## src/rtl/guess_event_tx.sv

```systemverilog
// rtl/guess_event_tx.sv - switch synchroniser, debouncer and single-tile guess producer
// Turns raw tile switches into one-hot guesses offered on a valid/ready handshake.
module guess_event_tx #(
   parameter int WIDTH           = 8,
   parameter int DEBOUNCE_CYCLES = 500000,
   parameter int CNT_W           = 19
) (
   input  logic             clk,
   input  logic             reset,
   input  logic [WIDTH-1:0] sw_raw,
   input  logic             enable,
   input  logic             guess_ready,
   output logic             guess_valid,
   output logic [WIDTH-1:0] guess,
   output logic             multi_error,
   output logic [7:0]       guess_count
);

   localparam logic [CNT_W-1:0] DB_MAX  = CNT_W'(DEBOUNCE_CYCLES);
   localparam logic [CNT_W-1:0] DB_LAST = CNT_W'(DEBOUNCE_CYCLES - 1);

   typedef enum logic [2:0] {
      ST_IDLE,
      ST_RELEASE,
      ST_ARMED,
      ST_OFFER,
      ST_REJECT
   } state_t;

   logic [WIDTH-1:0] sw_meta;
   logic [WIDTH-1:0] sw_sync;
   logic [WIDTH-1:0] sw_prev;
   logic [WIDTH-1:0] sw_stable;
   logic [CNT_W-1:0] db_cnt;
   logic             settled;

   state_t           state;
   state_t           state_n;
   logic             guess_valid_n;
   logic [WIDTH-1:0] guess_n;
   logic             multi_error_n;
   logic [7:0]       guess_count_n;
   logic             stable_one_hot;

   always_ff @(posedge clk) begin
      if (reset) begin
         sw_meta   <= '0;
         sw_sync   <= '0;
         sw_prev   <= '0;
         db_cnt    <= '0;
         sw_stable <= '0;
         settled   <= 1'b0;
      end else begin
         sw_meta <= sw_raw;
         sw_sync <= sw_meta;
         sw_prev <= sw_sync;
         if (sw_sync != sw_prev) begin
            db_cnt <= '0;
         end else begin
            if (db_cnt != DB_MAX)
               db_cnt <= db_cnt + CNT_W'(1);
            if (db_cnt >= DB_LAST) begin
               sw_stable <= sw_sync;
               settled   <= 1'b1;
            end
         end
      end
   end

   assign stable_one_hot = (sw_stable != '0) &&
                           ((sw_stable & (sw_stable - WIDTH'(1))) == '0);

   // settled keeps RELEASE from trusting the cleared sw_stable right after reset,
   // so a switch held through reset cannot slip out as a guess.
   always_comb begin
      state_n       = state;
      guess_valid_n = guess_valid;
      guess_n       = guess;
      multi_error_n = 1'b0;
      guess_count_n = guess_count;
      case (state)
         ST_IDLE: begin
            if (enable)
               state_n = ST_RELEASE;
         end
         ST_RELEASE: begin
            if (settled && (sw_stable == '0))
               state_n = enable ? ST_ARMED : ST_IDLE;
         end
         ST_ARMED: begin
            if (!enable) begin
               state_n = ST_IDLE;
            end else if (sw_stable != '0) begin
               if (stable_one_hot) begin
                  state_n       = ST_OFFER;
                  guess_n       = sw_stable;
                  guess_valid_n = 1'b1;
               end else begin
                  state_n       = ST_REJECT;
                  multi_error_n = 1'b1;
               end
            end
         end
         ST_OFFER: begin
            if (guess_ready) begin
               state_n       = ST_RELEASE;
               guess_valid_n = 1'b0;
               guess_n       = '0;
               guess_count_n = guess_count + 8'd1;
            end else if (!enable) begin
               state_n       = ST_IDLE;
               guess_valid_n = 1'b0;
               guess_n       = '0;
            end
         end
         ST_REJECT: begin
            state_n = ST_RELEASE;
         end
         default: begin
            state_n       = ST_RELEASE;
            guess_valid_n = 1'b0;
            guess_n       = '0;
         end
      endcase
   end

   always_ff @(posedge clk) begin
      if (reset) begin
         state       <= ST_RELEASE;
         guess_valid <= 1'b0;
         guess       <= '0;
         multi_error <= 1'b0;
         guess_count <= 8'd0;
      end else begin
         state       <= state_n;
         guess_valid <= guess_valid_n;
         guess       <= guess_n;
         multi_error <= multi_error_n;
         guess_count <= guess_count_n;
      end
   end

endmodule

```

## config.mk

```make
export PLATFORM = sky130hd
export DESIGN_NAME = guess_event_tx
export DESIGN_NICKNAME = d
export VERILOG_FILES = /design/src/rtl/guess_event_tx.sv
export SDC_FILE = /design/constraint.sdc
export NUM_CORES = 1
export LEC_CHECK = 0
export ABC_AREA = 1
export CAP_MARGIN = 20
export CORE_MARGIN = 3
export CORE_UTILIZATION = 36
export CTS_BUF_LIST = sky130_fd_sc_hd__clkbuf_16
export CTS_CLUSTER_DIAMETER = 30
export DETAILED_ROUTE_END_ITERATION = 10
export PLACE_DENSITY_LB_ADDON = 0.15
export SLEW_MARGIN = 40
export SYNTH_ARGS = -nofsm -noshare
export SYNTH_HDL_FRONTEND = slang
export SYNTH_SLANG_ARGS = --single-unit
```

## constraint.sdc

```tcl
create_clock -name clk -period 2.55 [get_ports clk]
set_input_delay 0.255 -clock clk [delete_from_list [all_inputs] [get_ports clk]]
set_output_delay 0.255 -clock clk [all_outputs]
set_load 0.02 [all_outputs]
```

==> results of run 1 <==
through the flow:
step,utilization [%],setup WS [ns]
global placement,42.73,0.6634
global route,45.90,0.6585
finish,45.90,0.8448
detailed placement,42.73,0.6496
floorplan,-,1.088
CTS,45.90,0.8300
power by group through the flow:
stage	combinational, uW	sequential (uW)	clock [uW]
after floorplan	120	1210	0
after global placement	159	1220	0
after detailed placement	160	1220	0
after CTS	161	1190	1180
after global routing	186	1200	1230
final	159	1190	1150
worst paths after layout:
path | to | start | slack (ns) | cells past startpoint
worst max-delay path | sw_stable[4]$_SDFFE_PP0P_ | db_cnt[1]$_SDFFE_PP0P_ | 0.84 | 10
worst min-delay path | sw_sync[1]$_SDFF_PP0_ | sw_meta[1]$_SDFF_PP0_ | 0.40 | 2
worst max register to register | sw_stable[4]$_SDFFE_PP0P_ | db_cnt[1]$_SDFFE_PP0P_ | 0.84 | 10
worst min register to register | sw_sync[1]$_SDFF_PP0_ | sw_meta[1]$_SDFF_PP0_ | 0.40 | 2
sequential cells by signal, indices dropped and copies added (netlist names), 3 cells and up:
register,count
db_cnt,19
guess,8
guess_count,8
sw_meta,8
sw_prev,8
sw_stable,8
sw_sync,8
state,3
worst reg2reg max path: cells and delay by family (launching register included):
| kind | cells | cell delay (ns) |
|---|---|---|
| AND/OR/NAND/NOR | 9 | 0.95 |
| flip-flops | 1 | 0.40 |
| adder cells (fa/ha/maj) | 1 | 0.24 |
Yosys cell counts, drive strengths merged:
library cell | count | share of area (%)
nand2 | 102 | 12
nor2 | 82 | 10
inv | 75 | 8.7
dfxtp | 73 | 45
a21oi | 33 | 5.1
nand3 | 29 | 5.8
nor3 | 14 | 3.0
o21ai | 13 | 2.0
nand4 | 9 | 1.9
buf | 4 | 0.70
clkbuf | 4 | 0.47
xor2 | 4 | 1.1
ha | 3 | 1.2
o21bai | 3 | 0.70
or3 | 2 | 0.39
nor3b | 1 | 0.23
nor4 | 1 | 0.19
o21a | 1 | 0.23
or2 | 1 | 0.19
metal layers:
metal  vias up  global-route usage [%]  routed length, um
met5         -                       0                  0
met4         0                   4.352                 66
met3         7                   3.737                159
met2        35                   22.63               2992
met1      1223                   17.04               3171
li1       1483                       -                  -
cells by family after synthesis:
group	after synthesis
adder cells (fa/ha/maj)	3
AND/OR/NAND/NOR	241
XOR/XNOR	4
flip-flops	73
AO/OA/AOI/OAI	50
buffers and inverters	83
cell type report:
type / instances / area share (%)
Sequential cell: 73 / 37.62
Multi-Input combinational cell: 298 / 37.00
Timing Repair Buffer: 31 / 7.858
Inverter: 75 / 7.246
Clock buffer: 9 / 5.797
Tap cell: 105 / 3.382
Clock inverter: 6 / 1.095
==> metrics.log, run 1 <==
[metrics] final max-slew violation count: 0
[metrics] WP data required: 2.77 ns
[metrics] global route overflow: 0
[metrics] count of non-filler cells in the finished layout: between 500 and 600
[metrics] final instance area: between 0.003 and 0.004 sq mm
[metrics] clock tree from TritonCTS: yes
[metrics] critical path, cell by cell: ha_1, nand2_2, nor2_4, nand2_2, nor2_2, nand2_1, nand3_2, nand3_2, nor2_1, nor2_1
[metrics] Vert. Die Dim: 100.5 um
[metrics] top cell family by delay on the critical path: simple AND/OR/NAND/NOR gates
[metrics] initial antenna violation count: 0
[metrics] relative slew slack: 66.96%
[metrics] number of input and output port buffers inserted: 29
[metrics] number of gates resized after cts: 0
[metrics] share of power burned in registers: 47.7%
[metrics] DRC violations left: 0
[metrics] number of H-tree levels: 3
[metrics] Buf+Inv Stages, Crit Path: 0
[metrics] number of instances in the synthesized netlist: roughly 450
[metrics] buffer type at the clock tree root: sky130_fd_sc_hd__clkbuf_16
[metrics] insertion delay to the later sink of the worst-skew pair: 0.33 ns
[metrics] Total Negative Setup Slacks: 0 ns
[metrics] total area of sequential cells: between 0.001 and 0.0015 sq mm
[metrics] CP Capture Type: flop
[metrics] CORE AREA: 0.008464 sq mm
[metrics] number of buffers inserted by post-CTS setup repair: 0
[metrics] startpoint-to-endpoint class of the critical path: flop to flop
[metrics] highest fanout seen on the critical path: 8
[metrics] post-synthesis xor/xnor area fraction: 1.089%
[metrics] via count: 2748
[metrics] overall power of the completed layout: about 2500 uW
[metrics] max incr delay on CP: ~0.40 ns
[metrics] final routed wire length divided by cell count: 10.70 um
[metrics] total area of multi-input combinational cells: 0.001438 sq mm
[metrics] Global Route Usage Sum: 13.59%
[metrics] combinational family with the most area after synthesis: simple AND/OR/NAND/NOR gates
[metrics] final setup violating endpoints: 0
[metrics] count of warnings emitted by yosys: 0
[metrics] Seq/Total Area, Yosys: 45.41%
[metrics] switching share of power: between 20 and 25%
[metrics] wire length of the first global-routing pass: 11100 um
[metrics] sw power: 612.5 uW
[metrics] Synth Area in Adders: 1.166%
[metrics] post-synthesis sequential element count: 73
[metrics] dpl cell area: 0.003617 sq mm
[metrics] row count: 33
[metrics] post-CTS clock slew at the launch and capture registers of the worst setup and hold paths: 0.06 ns
[metrics] sort of element at the start of the critical path: flop
[metrics] number of sinks driven by the clock tree: 73
[metrics] final-report hold violation count: 0
[metrics] leading cell types in the layout, fill and taps excluded: 98 x sky130_fd_sc_hd__nand2_1, 76 x sky130_fd_sc_hd__nor2_1, 73 x sky130_fd_sc_hd__dfxtp_1
[metrics] internal power: approximately 1900 uW
[metrics] leakage power: 0.001593 uW
[metrics] netlist area before placement: 0.003218 sq mm
[metrics] number of I/O pins: 30
[metrics] fraction of final layout cells sized beyond drive strength 1: 9.146%
[metrics] CTS Hold Buffers Added: 0
[metrics] area added between synthesis and finish: 20.72%
[metrics] total die area: 0.01011 sq mm
[metrics] maximum number of pins on one net before global-route repair: 30
[metrics] actual transition at the worst max-transition pin: about 0.49 ns
[metrics] outcome: finished, final reports clean
[metrics] HPWL after detailed placement: ~4700 um
[metrics] arrival time at the worst endpoint: 1.92 ns
[metrics] via count of the first global-routing pass: 2531
[metrics] NumNets Final: slightly above 500
[metrics] antenna fix cells: 0
[metrics] # placed instances: 582
[metrics] number of max-cap violations: 0
[metrics] clock share of power: 45.9%
[metrics] Total Wirelength: 6389 um
[metrics] net count after synthesis: approximately 470
[metrics] Max Fclk: 586.5 MHz
[metrics] detailed-routing iteration count for the pre-antenna-repair pass: 4
[metrics] most common cell after layout, fill and taps aside: sky130_fd_sc_hd__nand2_1
[metrics] pwr dens: 643.5 mW/mm^2
[metrics] number of different library cells in the post-synthesis netlist: 30
[metrics] post-DR vias/cell: roughly 4.6
[metrics] Synth Area in Compound Gates: just over 8%
[metrics] min cycle time layout: 1.705 ns
[metrics] CTS Buffer Depth: 2
[metrics] worst clock skew on the final layout: about 0.0073 ns
[metrics] Initial Utilization: 38.02%
[metrics] worst vdd rail ir drop: 393.0 uV
[metrics] simple-gate portion of the synthesized area: 34.33%
[metrics] Min Hold Slack: about 0.40 ns
[metrics] TritonCTS Buffers: 9
[metrics] DIE WIDTH: a little over 100 um
[metrics] path class of the lowest-slack min-delay path: flop to flop
[metrics] Comb power frac: 6.4%
[metrics] multiplexer fraction of the synthesized cell area: 0%
[metrics] initial drt markers: 112
[metrics] Final period util: 66.87%
[metrics] CP max-delay cell: sky130_fd_sc_hd__dfxtp_1
[metrics] number of antenna-violating nets in the routed design: 0
[metrics] post-synthesis average cell area: 7.088 sq um
[metrics] last weighted congestion value of the routability-driven placer: 0.7799
[metrics] Filler Cells Inserted: 880
[metrics] unrepaired setup endpoints after global routing: no
Note: power is estimated with default switching activity, not from simulation.
==> run 2, diff against run 1 <==
==> constraint.sdc (replaced) <==
create_clock -name clk -period 1.5 [get_ports clk]
set_input_delay 0.15 -clock clk [delete_from_list [all_inputs] [get_ports clk]]
set_output_delay 0.15 -clock clk [all_outputs]
set_load 0.02 [all_outputs]
==> run 2 against run 1 <==
Effect of this change:
- register-to-register slack got worse by 0.83 ns
- sequential cell count stayed put
- count of clock-buffer cells in the layout stayed put
- setup slack got worse by 0.83 ns
- critical endpoint is now guess[5]$_SDFFE_PP0P_
- highest routed layer unchanged
==> metrics.log, run 2 (synthesis gave the netlist of run 1 again) <==
[metrics] DRC violations left: 0
[metrics] internal power: between 3000 and 4000 uW
[metrics] CORE AREA: approximately 0.0085 sq mm
[metrics] number of antenna-violating nets in the routed design: 0
[metrics] via count: 2903
[metrics] total area of sequential cells: 0.001484 sq mm
[metrics] Max Fclk: 673.9 MHz
[metrics] arrival time at the worst endpoint: 1.69 ns
[metrics] leakage power: 0.001907 uW
[metrics] Initial Utilization: 38.02%
[metrics] CP Capture Type: flop
[metrics] initial antenna violation count: 0
[metrics] final-report hold violation count: 0
[metrics] final routed wire length divided by cell count: 11.09 um
[metrics] total area of multi-input combinational cells: approximately 0.0017 sq mm
[metrics] number of input and output port buffers inserted: 29
[metrics] wire length of the first global-routing pass: about 11000 um
[metrics] critical path, cell by cell: buf_6, nand2_2, nand3_2, nor2_2, nand3_2, o21bai_4, nand3_4, nand2_2, a21oi_1
[metrics] DIE WIDTH: a little over 100 um
[metrics] maximum number of pins on one net before global-route repair: 26
[metrics] CTS Hold Buffers Added: 0
[metrics] TritonCTS Buffers: 9
[metrics] NumNets Final: 535
[metrics] utilization after layout: 52.15%
[metrics] final setup violating endpoints: 0
[metrics] sw power: 1086 uW
[metrics] last weighted congestion value of the routability-driven placer: 0.8034
[metrics] WP data required: 1.71 ns
[metrics] flip-flop count of the largest register after layout: 19
[metrics] highest fanout seen on the critical path: 5
[metrics] switching share of power: 24.06%
[metrics] Final period util: 98.92%
[metrics] buffer type at the clock tree root: sky130_fd_sc_hd__clkbuf_16
[metrics] most common cell after layout, fill and taps aside: sky130_fd_sc_hd__nand2_1
[metrics] relative slew slack: 71.10%
[metrics] final instance area: approximately 0.0044 sq mm
[metrics] initial drt markers: 55
[metrics] fraction of final layout cells sized beyond drive strength 1: 25.33%
[metrics] HPWL after detailed placement: roughly 4900 um
[metrics] via count of the first global-routing pass: 2519
[metrics] overall power of the completed layout: 4513 uW
[metrics] Total Wirelength: 6989 um
[metrics] min cycle time layout: ~1.5 ns
[metrics] actual transition at the worst max-transition pin: 0.4325 ns
[metrics] CTS Buffer Depth: 2
[metrics] post-DR vias/cell: around 4.6
[metrics] detailed-routing iteration count for the pre-antenna-repair pass: 4
[metrics] clock tree from TritonCTS: yes
[metrics] path class of the lowest-slack min-delay path: primary input to flop
[metrics] unrepaired setup endpoints after global routing: yes
[metrics] number of H-tree levels: 3
[metrics] Global Route Usage Sum: 13.81%
[metrics] Reg with most FFs: db_cnt
[metrics] number of max-cap violations: 0
[metrics] max incr delay on CP: 0.34 ns
[metrics] Filler Cells Inserted: 808
[metrics] leading cell types in the layout, fill and taps excluded: 87 x sky130_fd_sc_hd__nand2_1, 68 x sky130_fd_sc_hd__inv_1, 60 x sky130_fd_sc_hd__nor2_1
[metrics] startpoint-to-endpoint class of the critical path: flop to flop
[metrics] antenna fix cells: 0
[metrics] total die area: 0.01011 sq mm
[metrics] Min Hold Slack: ~0.33 ns
[metrics] clock share of power: 47.7%
[metrics] area added between synthesis and finish: 37.17%
[metrics] worst vdd rail ir drop: approximately 630 uV
[metrics] worst clock skew on the final layout: 0.006334 ns
[metrics] number of I/O pins: 30
[metrics] number of sinks driven by the clock tree: between 70 and 80
[metrics] outcome: finished, final reports clean
[metrics] post-CTS clock slew at the launch and capture registers of the worst setup and hold paths: 0.06 ns
[metrics] share of power burned in registers: 45.1%
[metrics] pwr dens: 1022 mW/mm^2
[metrics] Vert. Die Dim: 100.5 um
[metrics] row count: 33
[metrics] Total Negative Setup Slacks: 0 ns
[metrics] CP max-delay cell: sky130_fd_sc_hd__dfxtp_2
[metrics] dpl cell area: about 0.0038 sq mm
[metrics] final max-slew violation count: 0
[metrics] global route overflow: 0
[metrics] FF-to-FF setup slack: 0.02 ns
[metrics] sort of element at the start of the critical path: flop
[metrics] insertion delay to the later sink of the worst-skew pair: 0.33 ns
[metrics] Comb power frac: 7.3%
==> run 2: cell types whose count changed in the layout (fill, tap and decap cells not counted), sizes merged <==
cell / delta
buf: +30
clkdlybuf4s50: -6
dlymetal6s2s: +4
dlygate4sd2: +2
nand3: +2
bufinv: +1
clkinvlp: -1
inv: +1
==> run 2: power by group through the flow <==
stage | Combinational (uW) | Clock (uW) | Sequential, uW
6_report | 328 | 2150 | 2030
5_1_grt | 374 | 2290 | 2040
4_1_cts | 302 | 2210 | 2030
3_5_place_dp | 298 | 0 | 2070
3_3_place_gp | 292 | 0 | 2070
2_1_floorplan | 204 | 0 | 2060
==> run 2: final cells by class <==
class / instances / share of cell area [%]
Multi-Input combinational cell: 300 / 37.84
Sequential cell: 73 / 33.62
Timing Repair Buffer: 61 / 12.36
Inverter: 75 / 6.378
Clock buffer: 9 / 5.102
Tap cell: 105 / 2.976
Clock inverter: 7 / 1.729
==> run 2: per-layer routing <==
metal  GRT usage (%)  wire length [um]  share of wire, %  up-vias
met3           4.014               217               3.1        8
met2           22.43              3390                49       35
li1                -                 -                 -     1561
met5               0                 0                 0        -
met4           5.285                79               1.1        0
met1           17.31              3301                47     1299
==> run 2: per-stage QoR <==
stage               setup WS, ns  std cells
finish                   0.01614        630
global route             -0.1064        630
CTS                    0.0001751        625
detailed placement       -0.1504        608
global placement         -0.1101        608
floorplan                0.03766        454
==> run 2: path summary, 6_finish.rpt <==
path | cells after the start | endpoint | start
max | 9 | guess[5]$_SDFFE_PP0P_ | sw_stable[0]$_SDFFE_PP0P_
max reg2reg | 9 | guess[5]$_SDFFE_PP0P_ | sw_stable[0]$_SDFFE_PP0P_
min reg2reg | 2 | sw_sync[0]$_SDFF_PP0_ | sw_meta[0]$_SDFF_PP0_
min | 3 | sw_meta[1]$_SDFF_PP0_ | sw_raw[1]
==> run 2: what timing repair did <==
| item | CTS | global route |
|---|---|---|
| setup buffers | 0 | 4 |
| cloned | 1 | 1 |
| endpoints found under the setup margin | 3 | 38 |
| resized for setup | 2 | 80 |
| endpoints found under the hold margin | 0 | 0 |
| pin swaps | 0 | 14 |
==> run 2: worst max-delay path: cells and delay by family, from the launching register on <==
kind	cells	cell delay (ns)
AND/OR/NAND/NOR	6	0.61
flip-flops	1	0.34
AO/OA/AOI/OAI	2	0.29
buffers and inverters	1	0.12
